<file path="config.mk">
export PLATFORM = sky130hd
export DESIGN_NAME = seg7_decoder
export DESIGN_NICKNAME = d
export VERILOG_FILES = /design/src/rtl/seg7_pkg.sv /design/src/rtl/seg7_filter.sv /design/src/rtl/seg7_decoder.sv
export SDC_FILE = /design/constraint.sdc
export NUM_CORES = 1
export LEC_CHECK = 0
export CORE_UTILIZATION = 35
export DETAILED_ROUTE_END_ITERATION = 10
export DONT_BUFFER_PORTS = 1
export MAX_ROUTING_LAYER = met4
export PLACE_DENSITY = 0.52
export SYNTH_ARGS = -nofsm -noshare
export SYNTH_HDL_FRONTEND = slang
export SYNTH_HIERARCHICAL = 1
export SYNTH_SLANG_ARGS = --single-unit
</file>
<file path="constraint.sdc">
create_clock -name CLOCK_50 -period 6.1 [get_ports CLOCK_50]
set_input_delay 0.305 -clock CLOCK_50 [delete_from_list [all_inputs] [get_ports CLOCK_50]]
set_output_delay 0.305 -clock CLOCK_50 [all_outputs]
set_load 0.01 [all_outputs]
</file>
<file path="src/rtl/seg7_pkg.sv">
// Shared definitions for the seven-segment decoder: segment fonts,
// controller states and the number of tracked digit positions.
package seg7_pkg;

    localparam int NUM_DIGITS = 6;

    typedef enum logic {
        IDLE = 1'b0,
        EMIT = 1'b1
    } state_t;

    // Active-low segment patterns, bit order g..a (bit 6 = g, bit 0 = a).
    localparam logic [6:0] SEG_0 = 7'b1000000;
    localparam logic [6:0] SEG_1 = 7'b1111001;
    localparam logic [6:0] SEG_2 = 7'b0100100;
    localparam logic [6:0] SEG_3 = 7'b0110000;
    localparam logic [6:0] SEG_4 = 7'b0011001;
    localparam logic [6:0] SEG_5 = 7'b0010010;
    localparam logic [6:0] SEG_6 = 7'b0000010;
    localparam logic [6:0] SEG_7 = 7'b1111000;
    localparam logic [6:0] SEG_8 = 7'b0000000;
    localparam logic [6:0] SEG_9 = 7'b0010000;
    localparam logic [6:0] SEG_A = 7'b0001000;
    localparam logic [6:0] SEG_B = 7'b0000011;
    localparam logic [6:0] SEG_C = 7'b1000110;
    localparam logic [6:0] SEG_D = 7'b0100001;
    localparam logic [6:0] SEG_E = 7'b0000110;
    localparam logic [6:0] SEG_F = 7'b0001110;

    // Indexed by the hex value the pattern represents.
    localparam logic [6:0] SEG_TABLE [16] = '{
        SEG_0, SEG_1, SEG_2, SEG_3, SEG_4, SEG_5, SEG_6, SEG_7,
        SEG_8, SEG_9, SEG_A, SEG_B, SEG_C, SEG_D, SEG_E, SEG_F
    };

endpackage

</file>
<file path="src/rtl/seg7_filter.sv">
// Stability filter: counts consecutive identical strobed {segment, select}
// samples and pulses o_accept (combinationally, in the cycle of the
// STABLE_CYCLES-th sample) exactly once per stable run.
module seg7_filter
    import seg7_pkg::*;
#(
    parameter int STABLE_CYCLES = 4
) (
    input  logic       i_clk,
    input  logic       i_rst_n,
    input  logic [0:7] i_seg,
    input  logic [2:0] i_sel,
    input  logic       i_strobe,
    output logic       o_accept,
    output logic [0:7] o_seg,
    output logic [2:0] o_sel
);

    localparam logic [3:0] STABLE = 4'(STABLE_CYCLES);

    logic [0:7] r_prev_seg;
    logic [2:0] r_prev_sel;
    logic       r_prev_ok;
    logic [3:0] r_cnt;

    logic       w_live;
    logic       w_match;
    logic [3:0] w_cnt_next;

    // Classify the current sample and compute the saturating run length.
    always_comb begin
        w_live     = i_strobe && (i_sel < 3'(NUM_DIGITS));
        w_match    = w_live && r_prev_ok && (i_seg == r_prev_seg) && (i_sel == r_prev_sel);
        w_cnt_next = 4'd0;
        if (w_match) begin
            w_cnt_next = (r_cnt == STABLE) ? r_cnt : r_cnt + 4'd1;
        end else if (w_live) begin
            w_cnt_next = 4'd1;
        end
    end

    // Accept fires only on the step from STABLE-1 to STABLE, so a saturated
    // run never re-accepts.
    assign o_accept = w_match && (r_cnt == STABLE - 4'd1);
    assign o_seg    = i_seg;
    assign o_sel    = i_sel;

    // Remember the last valid sample and the run length.
    always_ff @(posedge i_clk or negedge i_rst_n) begin
        if (!i_rst_n) begin
            r_prev_seg <= '0;
            r_prev_sel <= '0;
            r_prev_ok  <= 1'b0;
            r_cnt      <= 4'd0;
        end else begin
            r_prev_ok <= w_live;
            r_cnt     <= w_cnt_next;
            if (w_live) begin
                r_prev_seg <= i_seg;
                r_prev_sel <= i_sel;
            end
        end
    end

endmodule

</file>
<file path="src/rtl/seg7_decoder.sv">
// Seven-segment pattern decoder with stability filter, change-only record
// emission over a valid/ready handshake, and a per-position value store.
// Optional macro SEG7_DECODER_HEX_EN enables decoding of A..F; without it
// those patterns are reported as errors.
module seg7_decoder
    import seg7_pkg::*;
#(
    parameter int STABLE_CYCLES = 4
) (
    input  logic        CLOCK_50,
    input  logic        RESET_N,
    input  logic [0:7]  SEG_IN,
    input  logic [2:0]  SEG_SEL,
    input  logic        SEG_STROBE,
    output logic        DIG_VALID,
    input  logic        DIG_READY,
    output logic [3:0]  DIG_VALUE,
    output logic [2:0]  DIG_INDEX,
    output logic        DIG_DP,
    output logic        DIG_ERR,
    output logic [0:23] DIGITS
);

`ifdef SEG7_DECODER_HEX_EN
    localparam int HEX_LIMIT = 16;
`else
    localparam int HEX_LIMIT = 10;
`endif

    // Returns {err, value}; unknown patterns give err=1, value=0.
    function automatic logic [4:0] decode_seg(input logic [6:0] pat);
        logic [4:0] res;
        res = {1'b1, 4'h0};
        for (int v = 0; v < HEX_LIMIT; v++) begin
            if (pat == SEG_TABLE[v]) res = {1'b0, 4'(v)};
        end
        return res;
    endfunction

    logic       w_accept;
    logic [0:7] w_acc_seg;
    logic [2:0] w_acc_sel;

    seg7_filter #(.STABLE_CYCLES(STABLE_CYCLES)) u_filter (
        .i_clk    (CLOCK_50),
        .i_rst_n  (RESET_N),
        .i_seg    (SEG_IN),
        .i_sel    (SEG_SEL),
        .i_strobe (SEG_STROBE),
        .o_accept (w_accept),
        .o_seg    (w_acc_seg),
        .o_sel    (w_acc_sel)
    );

    state_t                r_state;
    state_t                w_state_next;
    logic                  r_valid;
    logic [3:0]            r_value;
    logic [2:0]            r_index;
    logic                  r_dp;
    logic                  r_err;
    logic [0:23]           r_digits;
    logic [NUM_DIGITS-1:0] r_pos_dp;
    logic [NUM_DIGITS-1:0] r_pos_err;
    logic [NUM_DIGITS-1:0] r_pos_seen;

    logic [4:0] w_dec;
    logic       w_new_dp;
    logic [3:0] w_old_val;
    logic       w_old_dp;
    logic       w_old_err;
    logic       w_old_seen;
    logic       w_changed;
    logic       w_emit;

    // Decode the accepted pattern and fetch the stored record for its position.
    always_comb begin
        w_dec      = decode_seg(w_acc_seg[1:7]);
        w_new_dp   = ~w_acc_seg[0];
        w_old_val  = 4'h0;
        w_old_dp   = 1'b0;
        w_old_err  = 1'b0;
        w_old_seen = 1'b0;
        for (int i = 0; i < NUM_DIGITS; i++) begin
            if (w_acc_sel == 3'(i)) begin
                w_old_val  = r_digits[4*i +: 4];
                w_old_dp   = r_pos_dp[i];
                w_old_err  = r_pos_err[i];
                w_old_seen = r_pos_seen[i];
            end
        end
        w_changed = !w_old_seen || (w_dec[3:0] != w_old_val) ||
                    (w_new_dp != w_old_dp) || (w_dec[4] != w_old_err);
    end

    // Next state: emit only from IDLE on a changed acceptance; EMIT drops
    // any acceptance, including one coinciding with the handshake.
    always_comb begin
        w_state_next = r_state;
        w_emit       = 1'b0;
        case (r_state)
            IDLE: begin
                if (w_accept && w_changed) begin
                    w_emit       = 1'b1;
                    w_state_next = EMIT;
                end
            end
            EMIT: begin
                if (DIG_READY) w_state_next = IDLE;
            end
            default: w_state_next = IDLE;
        endcase
    end

    // State, output record and per-position store update together on emission.
    always_ff @(posedge CLOCK_50 or negedge RESET_N) begin
        if (!RESET_N) begin
            r_state    <= IDLE;
            r_valid    <= 1'b0;
            r_value    <= 4'h0;
            r_index    <= 3'd0;
            r_dp       <= 1'b0;
            r_err      <= 1'b0;
            r_digits   <= '0;
            r_pos_dp   <= '0;
            r_pos_err  <= '0;
            r_pos_seen <= '0;
        end else begin
            r_state <= w_state_next;
            r_valid <= (w_state_next == EMIT);
            if (w_emit) begin
                r_value <= w_dec[3:0];
                r_index <= w_acc_sel;
                r_dp    <= w_new_dp;
                r_err   <= w_dec[4];
                for (int i = 0; i < NUM_DIGITS; i++) begin
                    if (w_acc_sel == 3'(i)) begin
                        r_digits[4*i +: 4] <= w_dec[3:0];
                        r_pos_dp[i]        <= w_new_dp;
                        r_pos_err[i]       <= w_dec[4];
                        r_pos_seen[i]      <= 1'b1;
                    end
                end
            end
        end
    end

    assign DIG_VALID = r_valid;
    assign DIG_VALUE = r_value;
    assign DIG_INDEX = r_index;
    assign DIG_DP    = r_dp;
    assign DIG_ERR   = r_err;
    assign DIGITS    = r_digits;

endmodule

</file>
==> run summary, run 1 <==
clk sinks = 68
final hold violation count = 0
post-synth cell types = 55
RSZ-0062 raised after global routing = false
# IOs = 49
core area = 0.00991 sq mm
Worst Path Buf+Inv = 0
CTS tree = done
Post-Synthesis Cells = 302
post-synthesis mux area share = 20.3%
worst hold start = SEG_IN[0]
largest family of logic cells by synthesized area = multiplexers
Fin Setup TNS = 0 ns
sequential-to-total area share from yosys stat = 46.8%
status = complete, no violations
Hold Path End = DIG_DP
fin crit share = 51.9%
Horiz. Die Dim = 104 microns
1st-iter DRT viols = 159
Startpoint Class = register
CP top delay family = simple AND/OR/NAND/NOR gates
hold_ws = 0.0513 ns
ANT nets after route = 0
HP Class = in2reg
fin nets = 310
clock tree buffer depth = 2
Critical Path Fanout Max = 7
crit path kind = reg2reg
cts bufs inserted = 9
Starting Density = 36.7%
Slew Viols, Final = 0
share of synthesized cell area in full adder, half adder and majority cells = 0.688%
worst-path cell chain = xor2_1 -> nor4_2 -> nand4_1 -> nor4b_2 -> or2b_2 -> nor2_1 -> nand2_1 -> a21oi_2 -> mux2_2
Critical Path Max Stage Delay = 0.44 ns
Post-synth EDFFs = 0
initial antenna violation count = 0
fmax = 316 MHz
RePlAce Congestion = 0.770
simple-gate portion of the synthesized area = 11.2%
Wirelength per Cell = 18.9 microns
Synth Area in Compound Gates = 10.8%
PortBufs = 0
Post-route DRC = 0
most common flop cell mapped by yosys = dfrtp_1
Post-Syn Nets = 319
H-tree Lvls = 3
Yosys warning total = 6
Via density = 5.19
worst vdd ir = 0.000143 V
layout cells sized above 1 = 32.2%
HPWL Detailed = 5540 microns
max-cap violation count = 0
post_cts resized = 0
Required @ worst endpoint = 6.33 ns
slew margin rel. = 60.6%
post-synthesis register bit count = 68
Vias = 2238
largest net degree at the start of global routing = 69
drt pass-1 iters = 4
Post-Route WL = 8140 microns
GR Util All Layers = 16.3%
ant diodes = 0
Syn Area/Cell = 12.1 sq um
worst reg2reg path depth = 9
worst-margin pin slew = 0.590 ns
Synth Area in XOR/XNOR = 4.33%
Worst Hold Depth = 1
flip-flop and latch area = 0.00170 sq mm
total grt overflow = 0
Tmin final = 3.17 ns
Area growth syn-to-layout = 8.01%
Reg2Reg Setup Slack = 2.93 ns
area of the multi-input gates = 0.00172 sq mm
worst-path cell with the longest stage delay = a21oi_2
Post-Syn Area = 0.00364 sq mm
Worst-path clk slew = 0.08 ns
crit end category = register
critical path arrival = 3.40 ns
first-pass GRT wire length = 13100 microns
vias in the first global route = 2265
Post-Route Skew = 0.0119 ns
leakage power = 1.75 nW
Die Span Y = 104 microns
cell area power density = 254 mW/mm^2
reg2reg end = DIGITS[1]
Critical R2R Launch = u_filter/r_prev_sel[0]
die area = 0.0108 sq mm
Clk Latency, worst-skew pair = 0.35 ns
num rows = 36
root buf cell = clkbuf_8
Fillers = 978
async set-reset flop share out of synthesis = 100%
# setup viols final = 0
[how the worst max path moves through the flow]
stage,startpoint,to,slack (ns),cells after the start
finish,u_filter/r_prev_sel[0],DIGITS[1],2.93,9
global route,u_filter/r_prev_sel[0],r_pos_err[0],2.74,9
CTS,u_filter/r_prev_sel[0],DIGITS[1],2.92,9
detailed placement,u_filter/r_prev_sel[0],DIGITS[1],2.95,9
global placement,u_filter/r_prev_sel[0],DIGITS[1],2.93,9
floorplan,SEG_IN[1],DIGITS[20],3.44,10
[registers in the layout, summed over array words and instances (netlist names)]
name and cells:
DIGITS 24, DIG_DP 1, DIG_ERR 1, DIG_INDEX 3, DIG_VALID 1, DIG_VALUE 4, r_pos_dp 6, r_pos_err 6
r_pos_seen 6, u_filter/r_cnt 4, u_filter/r_prev_ok 1, u_filter/r_prev_seg 8, u_filter/r_prev_sel 3
[cell type report]
cell class	count	area share, %
Multi-Input combinational cell	198	43.8
Sequential cell	68	43.3
Tap cell	133	4.23
Clock buffer	10	3.50
Clock inverter	6	2.83
Inverter	13	1.24
Timing Repair Buffer	3	1.15
[per-layer routing]
layer	up-vias	GRT usage (%)	routed length, microns
met1	1117	21.7	3760
met2	54	24.3	3820
met4	0	6.43	158
met3	14	3.32	402
li1	1053	-	-
met5	-	-	0
[cells in the mapped netlist, drive strengths merged, types with 2 or more instances]
master,n,area share [%]
mux4,2,1.2
mux2i,10,2.8
a211oi,3,0.96
buf,20,4.1
dfrtp,68,47
and4,2,0.48
a21o,2,0.45
nand3b,2,0.41
nor3,7,0.96
a221oi,2,0.96
nand2b,4,0.69
inv,13,1.3
nor4,4,1.0
a22oi,5,1.0
o2bb2ai,7,1.7
xnor2,8,1.9
nand4,2,0.52
clkbuf,3,0.58
o22ai,4,0.69
nand2,8,0.83
nor2,15,1.5
nor2b,7,1.2
o21ai,5,0.69
nand3,5,0.69
a21oi,10,2.2
mux2,52,16
xor2,10,2.4
or2,6,1.0
ha,2,0.69
[per-stage QoR]
| step | std cells | power (W) | setup WS [ns] | utilization [%] | instance area (sq um) |
|---|---|---|---|---|---|
| 2_1_floorplan | 302 | 0.000540 | 3.44 | - | 3640 |
| 3_3_place_gp | 413 | 0.000534 | 2.93 | 36.8 | 3640 |
| 3_5_place_dp | 413 | 0.000534 | 2.95 | 36.8 | 3640 |
| 4_1_cts | 431 | 0.00101 | 2.92 | 39.7 | 3930 |
| 5_1_grt | 431 | 0.00104 | 2.74 | 39.7 | 3930 |
| 6_report | 431 | 0.00100 | 2.93 | 39.7 | 3930 |
[cells by family (layout without fill, tap and decap cells)]
| logic type | after synthesis | count (layout) |
|---|---|---|
| DFF | 68 | 68 |
| AOI/OAI and AO/OA | 45 | 45 |
| muxes | 64 | 64 |
| xor gates and xnor gates | 18 | 18 |
| and+or+nand+nor | 69 | 69 |
| adders and majority gates | 2 | 2 |
| buffers and inverters | 36 | 32 |
[repair_timing]
action                    CTS  global route
buffers inserted            0             0
hold endpoints to repair   68             0
hold buffers                2             0
[report_power, final]
| group | internal, W | leakage [nW] | switching (W) |
|---|---|---|---|
| clock network | 0.000283 | 0.122 | 0.000180 |
| registers | 0.000461 | 0.886 | 0.00000630 |
| logic | 0.0000329 | 0.739 | 0.0000366 |
| total | 0.000777 | 1.75 | 0.000223 |
[cells in the final DEF (no fill, tap or decap), types with 3 or more instances in the layout]
master / synthesis / routed
mux2i_1: 10 / 10
dfrtp_1: 68 / 68
o22ai_1: 4 / 4
clkbuf_8: 1 / 10
nand2_1: 8 / 8
a21oi_2: 5 / 5
nor2_1: 15 / 15
xnor2_1: 8 / 8
a22oi_1: 5 / 5
inv_1: 13 / 13
bufinv_16: 0 / 3
nor2b_1: 7 / 7
nand2b_1: 4 / 4
mux2_2: 50 / 50
o21ai_0: 5 / 5
or2_2: 6 / 6
nand3_1: 5 / 5
a21oi_1: 4 / 4
nor3_1: 7 / 7
xor2_1: 10 / 10
o2bb2ai_1: 7 / 7
No activity file was read; power rests on OpenSTA's default activity.
==> run 2, diff against run 1 <==
ABC_AREA = 1   (was not set)
clock period = 3.31 ns   (was 6.1 ns; I/O delays follow)
==> run 2 against run 1 <==
Critical path depth rose by 5; first-iteration DRC count fell by 4.4%; sequential power up 84%; total power rose by 62%; flip-flop and latch count unchanged; register-to-register slack worse by 2.1 ns; largest power group unchanged; hold slack better by 0.0039 ns; clock skew shrank 0.0059 ns; final area increased by 6.6%; critical endpoint is now r_pos_err[3]; highest routed layer unchanged.
==> run summary, run 2 <==
Post-Route Skew = 0.00599 ns
Finished Layout Cells = 654
num rows = 37
top cell type's share of synthesized area = 44.1%
clk sinks = 68
cell area power density = 386 mW/mm^2
setup bufs post-CTS = 0
status = complete, no violations
Worst Hold Depth = 2
# setup viols final = 0
clock tree buffer depth = 2
Area growth syn-to-layout = 8.60%
worst-path cell with the longest stage delay = nor2_4
critical path arrival = 2.68 ns
worst-path cell chain = inv_1 -> nand2_1 -> nand2_1 -> nor2_1 -> nand2_1 -> nor2_2 -> nand2_2 -> nor2_1 -> inv_1 -> nor2_4 -> buf_4 -> nand3_4 -> nand2_1 -> nand2_1
Tmin final = 2.46 ns
# IOs = 49
Die Span Y = 107 microns
initial antenna violation count = 0
most frequent cell after synthesis = nand2_1
root buf cell = clkbuf_8
most common cell after layout, fill and taps aside = nand2_1
core area = 0.0105 sq mm
leakage power = 2.16 nW
Yosys warning total = 6
cts bufs inserted = 9
most frequent cells in the layout = 184 x nand2_1, 68 x dfrtp_1, 51 x inv_1, 50 x nand4_1, 32 x nor2_1
vias in the first global route = 3064
max reg flops = 24
HPWL Detailed = 6960 microns
crit-path most repeated cell = nand2_1
H-tree Lvls = 3
RSZ-0062 raised after global routing = false
Post-Syn Area = 0.00386 sq mm
Starting Density = 36.7%
Via density = 4.95
Wirelength per Cell = 15.0 microns
total grt overflow = 0
Synth top cells by count = 184 x nand2_1, 68 x dfrtp_1, 51 x inv_1
Design Power = 0.00162 W
die area = 0.0114 sq mm
Cells after DPL = 626
post_cts resized = 0
CTS tree = done
drt pass-1 iters = 4
Vias = 3239
first-pass GRT wire length = 16500 microns
max-cap violation count = 0
Horiz. Die Dim = 107 microns
1st-iter DRT viols = 152
Critical Path Fanout Max = 27
CP top delay family = simple AND/OR/NAND/NOR gates
fin crit share = 74.4%
sequential-to-total area share from yosys stat = 44.1%
async set-reset flop share out of synthesis = 100%
RePlAce Congestion = 0.844
Post-synth EDFFs = 0
Post-route DRC = 0
Post-Syn Nets = 532
fin nets = 531
worst reg2reg path depth = 14
largest net degree at the start of global routing = 69
worst-margin pin slew = 0.821 ns
post-synthesis register bit count = 68
PortBufs = 0
Syn Area/Cell = 7.49 sq um
final hold violation count = 0
final worst slack = 0.849 ns
Slew Viols, Final = 0
most common flop cell mapped by yosys = dfrtp_1
Clk Latency, worst-skew pair = 0.34 ns
Placement Setup Slack = 0.755 ns
crit end category = register
CP Depth = 14
Fin Setup TNS = 0 ns
Critical Path Max Stage Delay = 0.62 ns
Required @ worst endpoint = 3.53 ns
worst vdd ir = 0.000164 V
hold_ws = 0.0552 ns
layout cells sized above 1 = 9.27%
Synth area leaders = dfrtp_1 44%, nand2_1 18%, nand4_1 8.1%
GR Util All Layers = 19.4%
post-synth cell types = 33
ant diodes = 0
Post-Route WL = 9830 microns
ANT nets after route = 0
HP Class = in2reg
crit path kind = reg2reg
fmax = 406 MHz
Post-Synthesis Cells = 515
Startpoint Class = register
leading area contributor after synthesis = dfrtp_1
Worst-path clk slew = 0.07 ns
slew margin rel. = 45.1%
Worst Path Buf+Inv = 3
==> run 2: cell types whose count changed after synthesis, moves of 9 or more <==
cell and delta:
inv_1 +38, inv_2 +9, mux2_2 -50, mux2i_1 -10
nand2_1 +176, nand3_1 +20, nand4_1 +49, nor2_1 +18
o21ai_0 +13, o21ai_1 +10, xor2_1 -9
==> run 2: logic make-up (layout without fill, tap and decap cells) <==
logic type      count (synthesis)  count (layout)  synth area share [%]
simple gates                  319             319                  39.3
buf+inv                        87              90                  10.4
flops                          68              68                  44.1
compound gates                 37              37                  5.03
fa+ha+maj                       2               2                 0.649
xor+xnor                        2               2                 0.454
==> run 2: area by class of cell <==
cell class	count	area [sq um]
fill	1082	6320
timing repair buffer	15	163
multi-input combinational	360	1760
clock inverter	2	10.0
tap	136	170
sequential	68	1700
clock buffer	13	159
inverter	60	225
==> run 2: per-layer routing <==
metal / global-route usage, % / part of all wire (%) / wire [microns]
met2: 29.0 / 46 / 4540
met1: 26.0 / 47 / 4600
met5: - / 0 / 0
met3: 4.86 / 6.2 / 612
met4: 5.38 / 0.86 / 85
==> run 2: power by group <==
group          internal, W  switching, W
Sequential        0.000848    0.00000923
Combinational    0.0000525      0.000105
Clock             0.000307      0.000296
Total              0.00121      0.000411
==> run 2: final timing paths <==
path,from,end,slack [ns]
setup / recovery,u_filter/r_prev_seg[6],r_pos_err[3],0.85
hold / removal,SEG_SEL[0],DIG_INDEX[0],0.06
setup reg to reg,u_filter/r_prev_seg[6],r_pos_err[3],0.85
min in group asynchronous,RESET_N,u_filter/r_prev_seg[3],0.39
max in group asynchronous,RESET_N,DIGITS[21],2.62
hold reg to reg,r_pos_seen[2],r_pos_seen[2],0.46
==> run 2: per-stage QoR <==
| stage | util, % | area (sq um) |
|---|---|---|
| 2_1_floorplan | - | 3860 |
| 3_3_place_gp | 36.8 | 3870 |
| 3_5_place_dp | 36.8 | 3870 |
| 4_1_cts | 39.9 | 4190 |
| 5_1_grt | 39.9 | 4190 |
| 6_report | 39.9 | 4190 |
==> run 2: what timing repair did <==
item / CTS / global route
hold buffers: 13 / 0
endpoints found under the hold margin: 80 / 0
setup endpoints to repair: 0 / 0
